$ cat config.mk
export PLATFORM = sky130hd
export DESIGN_NAME = pc_sequencer_flat
export DESIGN_NICKNAME = d
export VERILOG_FILES = /design/src/rtl/pc_sequencer_if.sv /design/src/rtl/pc_sequencer.sv /design/src/flat_wrapper.sv
export SDC_FILE = /design/constraint.sdc
export NUM_CORES = 1
export LEC_CHECK = 0
export ABC_CLOCK_PERIOD_IN_PS = 2800
export CORE_AREA = 2 2 153 155
export CTS_CLUSTER_SIZE = 10
export DETAILED_ROUTE_END_ITERATION = 10
export DIE_AREA = 0 0 155 157
export PLACE_DENSITY_LB_ADDON = 0.05
export SKIP_CTS_REPAIR_TIMING = 1
export SLEW_MARGIN = 0
export SYNTH_ARGS = -nofsm -noshare
export SYNTH_HDL_FRONTEND = slang
export SYNTH_SLANG_ARGS = --single-unit
$ cat constraint.sdc
create_clock -name i_clk -period 2.8 [get_ports i_clk]
set_input_delay 0.7 -clock i_clk [delete_from_list [all_inputs] [get_ports i_clk]]
set_output_delay 0.7 -clock i_clk [all_outputs]
set_load 0.05 [all_outputs]
$ cat src/rtl/pc_sequencer_if.sv
// Fetch-side bus of the PC sequencer: shared-adder operands and sum, the fetch
// valid/ready handshake and the execute redirect request.
//   master : sequencer side (drives adder operands, PC, valid, wrong-path, misaligned)
//   slave  : environment side (adder, fetch unit, execute)
interface pc_sequencer_if #(
   parameter int unsigned DATA_WIDTH = 64
);
   logic [DATA_WIDTH-1:0] o_add_a;
   logic [DATA_WIDTH-1:0] o_add_b;
   logic [DATA_WIDTH-1:0] i_add_result;
   logic [DATA_WIDTH-1:0] o_pc;
   logic                  o_pc_valid;
   logic                  i_fetch_ready;
   logic                  o_wrong_path;
   logic                  i_redir_req;
   logic [DATA_WIDTH-1:0] i_redir_base;
   logic [DATA_WIDTH-1:0] i_redir_offset;
   logic                  i_redir_jalr;
   logic                  o_misaligned;

   modport master (
      output o_add_a, o_add_b, o_pc, o_pc_valid, o_wrong_path, o_misaligned,
      input  i_add_result, i_fetch_ready, i_redir_req, i_redir_base, i_redir_offset,
             i_redir_jalr
   );

   modport slave (
      input  o_add_a, o_add_b, o_pc, o_pc_valid, o_wrong_path, o_misaligned,
      output i_add_result, i_fetch_ready, i_redir_req, i_redir_base, i_redir_offset,
             i_redir_jalr
   );
endinterface

$ cat src/rtl/pc_sequencer.sv
// Program-counter sequencer. Owns the PC, shares one external adder between the
// sequential increment and control-flow redirects, and offers each PC to fetch
// over a valid/ready handshake. A redirect arriving while a transfer is stalled
// is parked in a pending register and the stalled transfer is flagged wrong-path.
// Ports:
//   i_clk  - clock, rising edge
//   i_rst  - synchronous active-high reset
//   bus    - pc_sequencer_if.master (adder operands/sum, fetch handshake, redirect)
module pc_sequencer #(
   parameter int unsigned          DATA_WIDTH   = 64,
   parameter logic [DATA_WIDTH-1:0] RESET_VECTOR = '0,
   parameter int unsigned          INSTR_BYTES  = 4
) (
   input  logic                 i_clk,
   input  logic                 i_rst,
   pc_sequencer_if.master       bus
);

   localparam logic [DATA_WIDTH-1:0] IncrVal   = DATA_WIDTH'(INSTR_BYTES);
   localparam logic [DATA_WIDTH-1:0] AlignMask = DATA_WIDTH'(INSTR_BYTES - 1);

   typedef enum logic [1:0] {StBoot, StRun, StPend} state_e;

   state_e                state_q;
   logic [DATA_WIDTH-1:0] pc_q;
   logic [DATA_WIDTH-1:0] pend_q;
   logic                  pc_valid_q;
   logic                  wrong_path_q;
   logic                  misaligned_q;

   logic                  fire;
   logic [DATA_WIDTH-1:0] target;
   logic                  target_bad;

   assign fire = pc_valid_q & bus.i_fetch_ready;

   // Redirect always owns the adder in its cycle, even when it will be dropped.
   always_comb begin
      bus.o_add_a = pc_q;
      bus.o_add_b = IncrVal;
      if (bus.i_redir_req) begin
         bus.o_add_a = bus.i_redir_base;
         bus.o_add_b = bus.i_redir_offset;
      end
   end

   always_comb begin
      target = bus.i_add_result;
      if (bus.i_redir_jalr) begin
         target[0] = 1'b0;
      end
      target_bad = |(target & AlignMask);
   end

   always_ff @(posedge i_clk) begin
      if (i_rst) begin
         state_q      <= StBoot;
         pc_q         <= RESET_VECTOR;
         pend_q       <= '0;
         pc_valid_q   <= 1'b0;
         wrong_path_q <= 1'b0;
         misaligned_q <= 1'b0;
      end else begin
         misaligned_q <= 1'b0;
         unique case (state_q)
            StBoot: begin
               // Redirects during boot are ignored.
               state_q    <= StRun;
               pc_q       <= RESET_VECTOR;
               pc_valid_q <= 1'b1;
            end
            StRun: begin
               if (bus.i_redir_req) begin
                  if (target_bad) begin
                     // Dropped redirect: the adder was not free for the increment,
                     // so the PC holds even if this transfer fired.
                     misaligned_q <= 1'b1;
                  end else if (fire) begin
                     pc_q <= target;
                  end else begin
                     // PC must stay stable under a stalled handshake.
                     pend_q       <= target;
                     state_q      <= StPend;
                     wrong_path_q <= 1'b1;
                  end
               end else if (fire) begin
                  pc_q <= bus.i_add_result;
               end
            end
            StPend: begin
               if (bus.i_redir_req) begin
                  if (target_bad) begin
                     misaligned_q <= 1'b1;
                  end else if (fire) begin
                     pc_q         <= target;
                     state_q      <= StRun;
                     wrong_path_q <= 1'b0;
                  end else begin
                     pend_q <= target; // newest redirect wins
                  end
               end else if (fire) begin
                  pc_q         <= pend_q;
                  state_q      <= StRun;
                  wrong_path_q <= 1'b0;
               end
            end
            default: begin
               state_q <= StBoot;
            end
         endcase
      end
   end

   assign bus.o_pc         = pc_q;
   assign bus.o_pc_valid   = pc_valid_q;
   assign bus.o_wrong_path = wrong_path_q;
   assign bus.o_misaligned = misaligned_q;

endmodule

$ cat src/flat_wrapper.sv
// flat-port wrapper written by rule: the top's interface ports become plain ports
module pc_sequencer_flat 
#(
   parameter int unsigned          DATA_WIDTH   = 64,
   parameter logic [DATA_WIDTH-1:0] RESET_VECTOR = '0,
   parameter int unsigned          INSTR_BYTES  = 4
)
  (i_clk, i_rst, bus_o_add_a, bus_o_add_b, bus_o_pc, bus_o_pc_valid, bus_o_wrong_path, bus_o_misaligned, bus_i_add_result, bus_i_fetch_ready, bus_i_redir_req, bus_i_redir_base, bus_i_redir_offset, bus_i_redir_jalr);
  pc_sequencer_if #(.DATA_WIDTH(DATA_WIDTH)) bus_i ();
  input  logic i_clk;
  input  logic i_rst;
  output wire logic [$bits(bus_i.o_add_a)-1:0] bus_o_add_a;
  output wire logic [$bits(bus_i.o_add_b)-1:0] bus_o_add_b;
  output wire logic [$bits(bus_i.o_pc)-1:0] bus_o_pc;
  output wire logic [$bits(bus_i.o_pc_valid)-1:0] bus_o_pc_valid;
  output wire logic [$bits(bus_i.o_wrong_path)-1:0] bus_o_wrong_path;
  output wire logic [$bits(bus_i.o_misaligned)-1:0] bus_o_misaligned;
  input wire logic [$bits(bus_i.i_add_result)-1:0] bus_i_add_result;
  input wire logic [$bits(bus_i.i_fetch_ready)-1:0] bus_i_fetch_ready;
  input wire logic [$bits(bus_i.i_redir_req)-1:0] bus_i_redir_req;
  input wire logic [$bits(bus_i.i_redir_base)-1:0] bus_i_redir_base;
  input wire logic [$bits(bus_i.i_redir_offset)-1:0] bus_i_redir_offset;
  input wire logic [$bits(bus_i.i_redir_jalr)-1:0] bus_i_redir_jalr;
  assign bus_o_add_a = bus_i.o_add_a;
  assign bus_o_add_b = bus_i.o_add_b;
  assign bus_o_pc = bus_i.o_pc;
  assign bus_o_pc_valid = bus_i.o_pc_valid;
  assign bus_o_wrong_path = bus_i.o_wrong_path;
  assign bus_o_misaligned = bus_i.o_misaligned;
  assign bus_i.i_add_result = bus_i_add_result;
  assign bus_i.i_fetch_ready = bus_i_fetch_ready;
  assign bus_i.i_redir_req = bus_i_redir_req;
  assign bus_i.i_redir_base = bus_i_redir_base;
  assign bus_i.i_redir_offset = bus_i_redir_offset;
  assign bus_i.i_redir_jalr = bus_i_redir_jalr;
  pc_sequencer #(.DATA_WIDTH(DATA_WIDTH), .RESET_VECTOR(RESET_VECTOR), .INSTR_BYTES(INSTR_BYTES)) u_core (.i_clk(i_clk), .i_rst(i_rst), .bus(bus_i));
endmodule
==> out/results.txt, run 1 <==
outcome = complete, no violations
post-route setup TNS = 0 ns
WL/cell = 18.4 microns
H-tree depth = 4
largest net degree at the start of global routing = 63
Ys Warns = 0
row count = 55
global placer's final weighted congestion = 0.779
Netlist cell types = 44
Power Total = 6.78 mW
Vias/cell = 4.86
hold crit path type = flop to flop
critical-path cell list = clkdlybuf4s50_1
I/O pins = 392
Die Ht = 157 microns
Synth Area in Compound Gates = 22.8%
global route hottest layer = met2
DRT antenna net count = 0
area growth from synthesis to layout = 76.9%
Top delay family on crit path = buffers and inverters
crit-path max FO = 7
DP HPWL = 18.2 mm
post-synthesis register bit count = 133
min Tclk post-route = 2.45 ns
simple-gate portion of the synthesized area = 12.8%
Pre-Repair DR Iteration Count = 5
most common cell after layout, fill and taps aside = clkdlybuf4s50_1
crit path launch type = flop
Place WS = 0.289 ns
Setup Viol. Count Final = 0
Tightest Pin Transition = 0.690 ns
XOR/XNOR share of the synthesized area = 0%
Synth Area in Adders = 0.728%
Root Driver = clkbuf_16
share of layout cells above drive strength 1 = 27.4%
fin. max-slew vios = 0
design area = 12,200 sq um
area of the mapped netlist = 6880 sq um
RSZ-0062 raised after global routing = no
met3 usage = 4.93%
r2r setup slk = 0.60 ns
CTS tree = yes
non-filler cells, final = 1,338
worst endpoint required time = 2.10 ns
Buffers on Ports = 391
mux contribution to synthesized area = 18.9%
post-placement cell count = 1,306
slew margin rel. = 54.0%
CP Data Arrival Time = 1.75 ns
FFs w/ async S/R, synth = 0%
DRC violations left = 0
period utilization = 87.5%
DIE AREA = 24,300 sq um
area of the core = 22,500 sq um
initial antenna violation count = 0
largest family of logic cells by synthesized area = compound AO/OA/AOI/OAI gates
slowest library cell on the worst path = clkdlybuf4s50_1
Peak VDD IR = 0.387 mV
Worst Slack Setup Final = 0.351 ns
nets = 1,241
CTS Buffer Depth = 2
fin util = 54.1%
vias in the first global route = 6,367
Clock Skew = 0.0170 ns
CTS clk-pin slew, worst paths = 0.06 ns
Buf+Inv Stages, Crit Path = 1
Pwr Density = 557 nW/um^2
total detailed-routing wirelength = 24.6 mm
cts bufs inserted = 17
final hold violations = 0
Total GRT Usage = 19.8%
Die Width = 155 microns
Sink Count = 133
Net Count, Synth = 877
DR vias = 6,503
Avg Cell Area, Syn = 10.2 sq um
Initial Utilization = 30.6%
maximum capacitance violations = 0
met1 Resource Use GR = 23.8%
Worst setup EP type = output pin
leakage = 5.04 nW
DR iter-0 viols = 231
Setup CP Type = flop to output pin
global-route wire length before repair = 37.4 mm
most frequent cells in the layout = clkdlybuf4s50_1 (261), dfxtp_1 (133), buf_12 (80)
Post-Syn Instances = 676
Worst-Skew Late Latency = 0.42 ns
post-placement cell area = 11,600 sq um
diode count = 0
met2 Use GR = 35.3%
sequential cell area fraction in the yosys report = 38.7%
WHS = 0.483 ns
critical path's largest stage delay = 0.88 ns
global route overflow = 0
number of flops mapped to enable cells by yosys = 0
Max Freq = 0.408 GHz
Top FF cell, synth = dfxtp_1
-- metal layers --
metal / vias up / share of wire, %
met5: - / 0
met4: 0 / 0.78
met3: 12 / 6.7
met2: 237 / 51
met1: 3055 / 42
li1: 3199 / -
-- cells by family after synthesis --
| kind of cell | after synthesis |
|---|---|
| AO/OA/AOI/OAI | 169 |
| multiplexers | 122 |
| AND/OR/NAND/NOR | 175 |
| flip-flops | 133 |
| buffers and inverters | 73 |
| adder cells (fa/ha/maj) | 4 |
-- worst reg2reg max path: cells and delay by family (launching register included) --
| kind | cells | cell delay [ns] |
|---|---|---|
| buf+inv | 2 | 0.30 |
| compound gates | 3 | 0.63 |
| flops | 1 | 0.36 |
| fa+ha+maj | 1 | 0.43 |
| simple gates | 1 | 0.39 |
-- area by class of cell --
class	instances	area [sq um]
clock inverter	13	149
multi-input combinational	470	3810
inverter	10	37.5
clock buffer	19	433
fill	2044	10300
sequential	133	2660
tap	285	357
timing repair buffer	408	4710
-- final timing paths --
path / startpoint / endpoint / cells past startpoint
worst max-delay path: u_core.bus.o_pc_valid / bus_o_pc_valid / 1
worst min-delay path: u_core.bus.o_pc[11] / u_core.bus.o_pc[11] / 1
worst max register to register: u_core.state_q[1] / u_core.bus.o_pc[7] / 7
worst min register to register: u_core.bus.o_pc[11] / u_core.bus.o_pc[11] / 1
-- report_power, final --
group | internal, mW | switching (mW) | total (mW)
logic | 1.06 | 1.46 | 2.52
clock network | 1.32 | 0.873 | 2.19
registers | 1.99 | 0.0743 | 2.06
-- registers in the layout (all words and copies together), names as in the netlist --
| register | cells |
|---|---|
| u_core.bus.o_wrong_path | 1 |
| u_core.state_q | 2 |
| u_core.bus.o_misaligned | 1 |
| u_core.bus.o_pc | 64 |
| u_core.bus.o_pc_valid | 1 |
| u_core.pend_q | 64 |
-- Yosys cell counts, types with 2 or more instances --
master	count	area, sq um
a21oi_1	2	10.0
a31oi_1	2	12.5
mux2i_1	62	621
nand3_1	2	10.0
o2111ai_1	5	43.8
o2bb2ai_2	40	601
o21ai_0	23	115
nor2b_1	2	12.5
buf_2	15	75.1
ha_1	4	50.1
nor2_1	73	274
o2bb2ai_1	17	149
and3_1	2	12.5
buf_6	16	180
mux2_2	60	676
dfxtp_1	133	2660
buf_4	3	22.5
clkbuf_1	29	109
nand4_1	3	18.8
nand2b_1	3	18.8
o211ai_1	7	52.6
a22oi_1	62	465
inv_1	10	37.5
nand2_1	17	63.8
nor3_1	2	10.0
and2_1	64	400
Power figures use the tool's default switching activity.
==> run 2: changes to the inputs <==
Settings changed: ABC_CLOCK_PERIOD_IN_PS 2800 to unset.
==> results of run 2 <==
No change in the layout: final DEF, timing and power equal those of run 1.
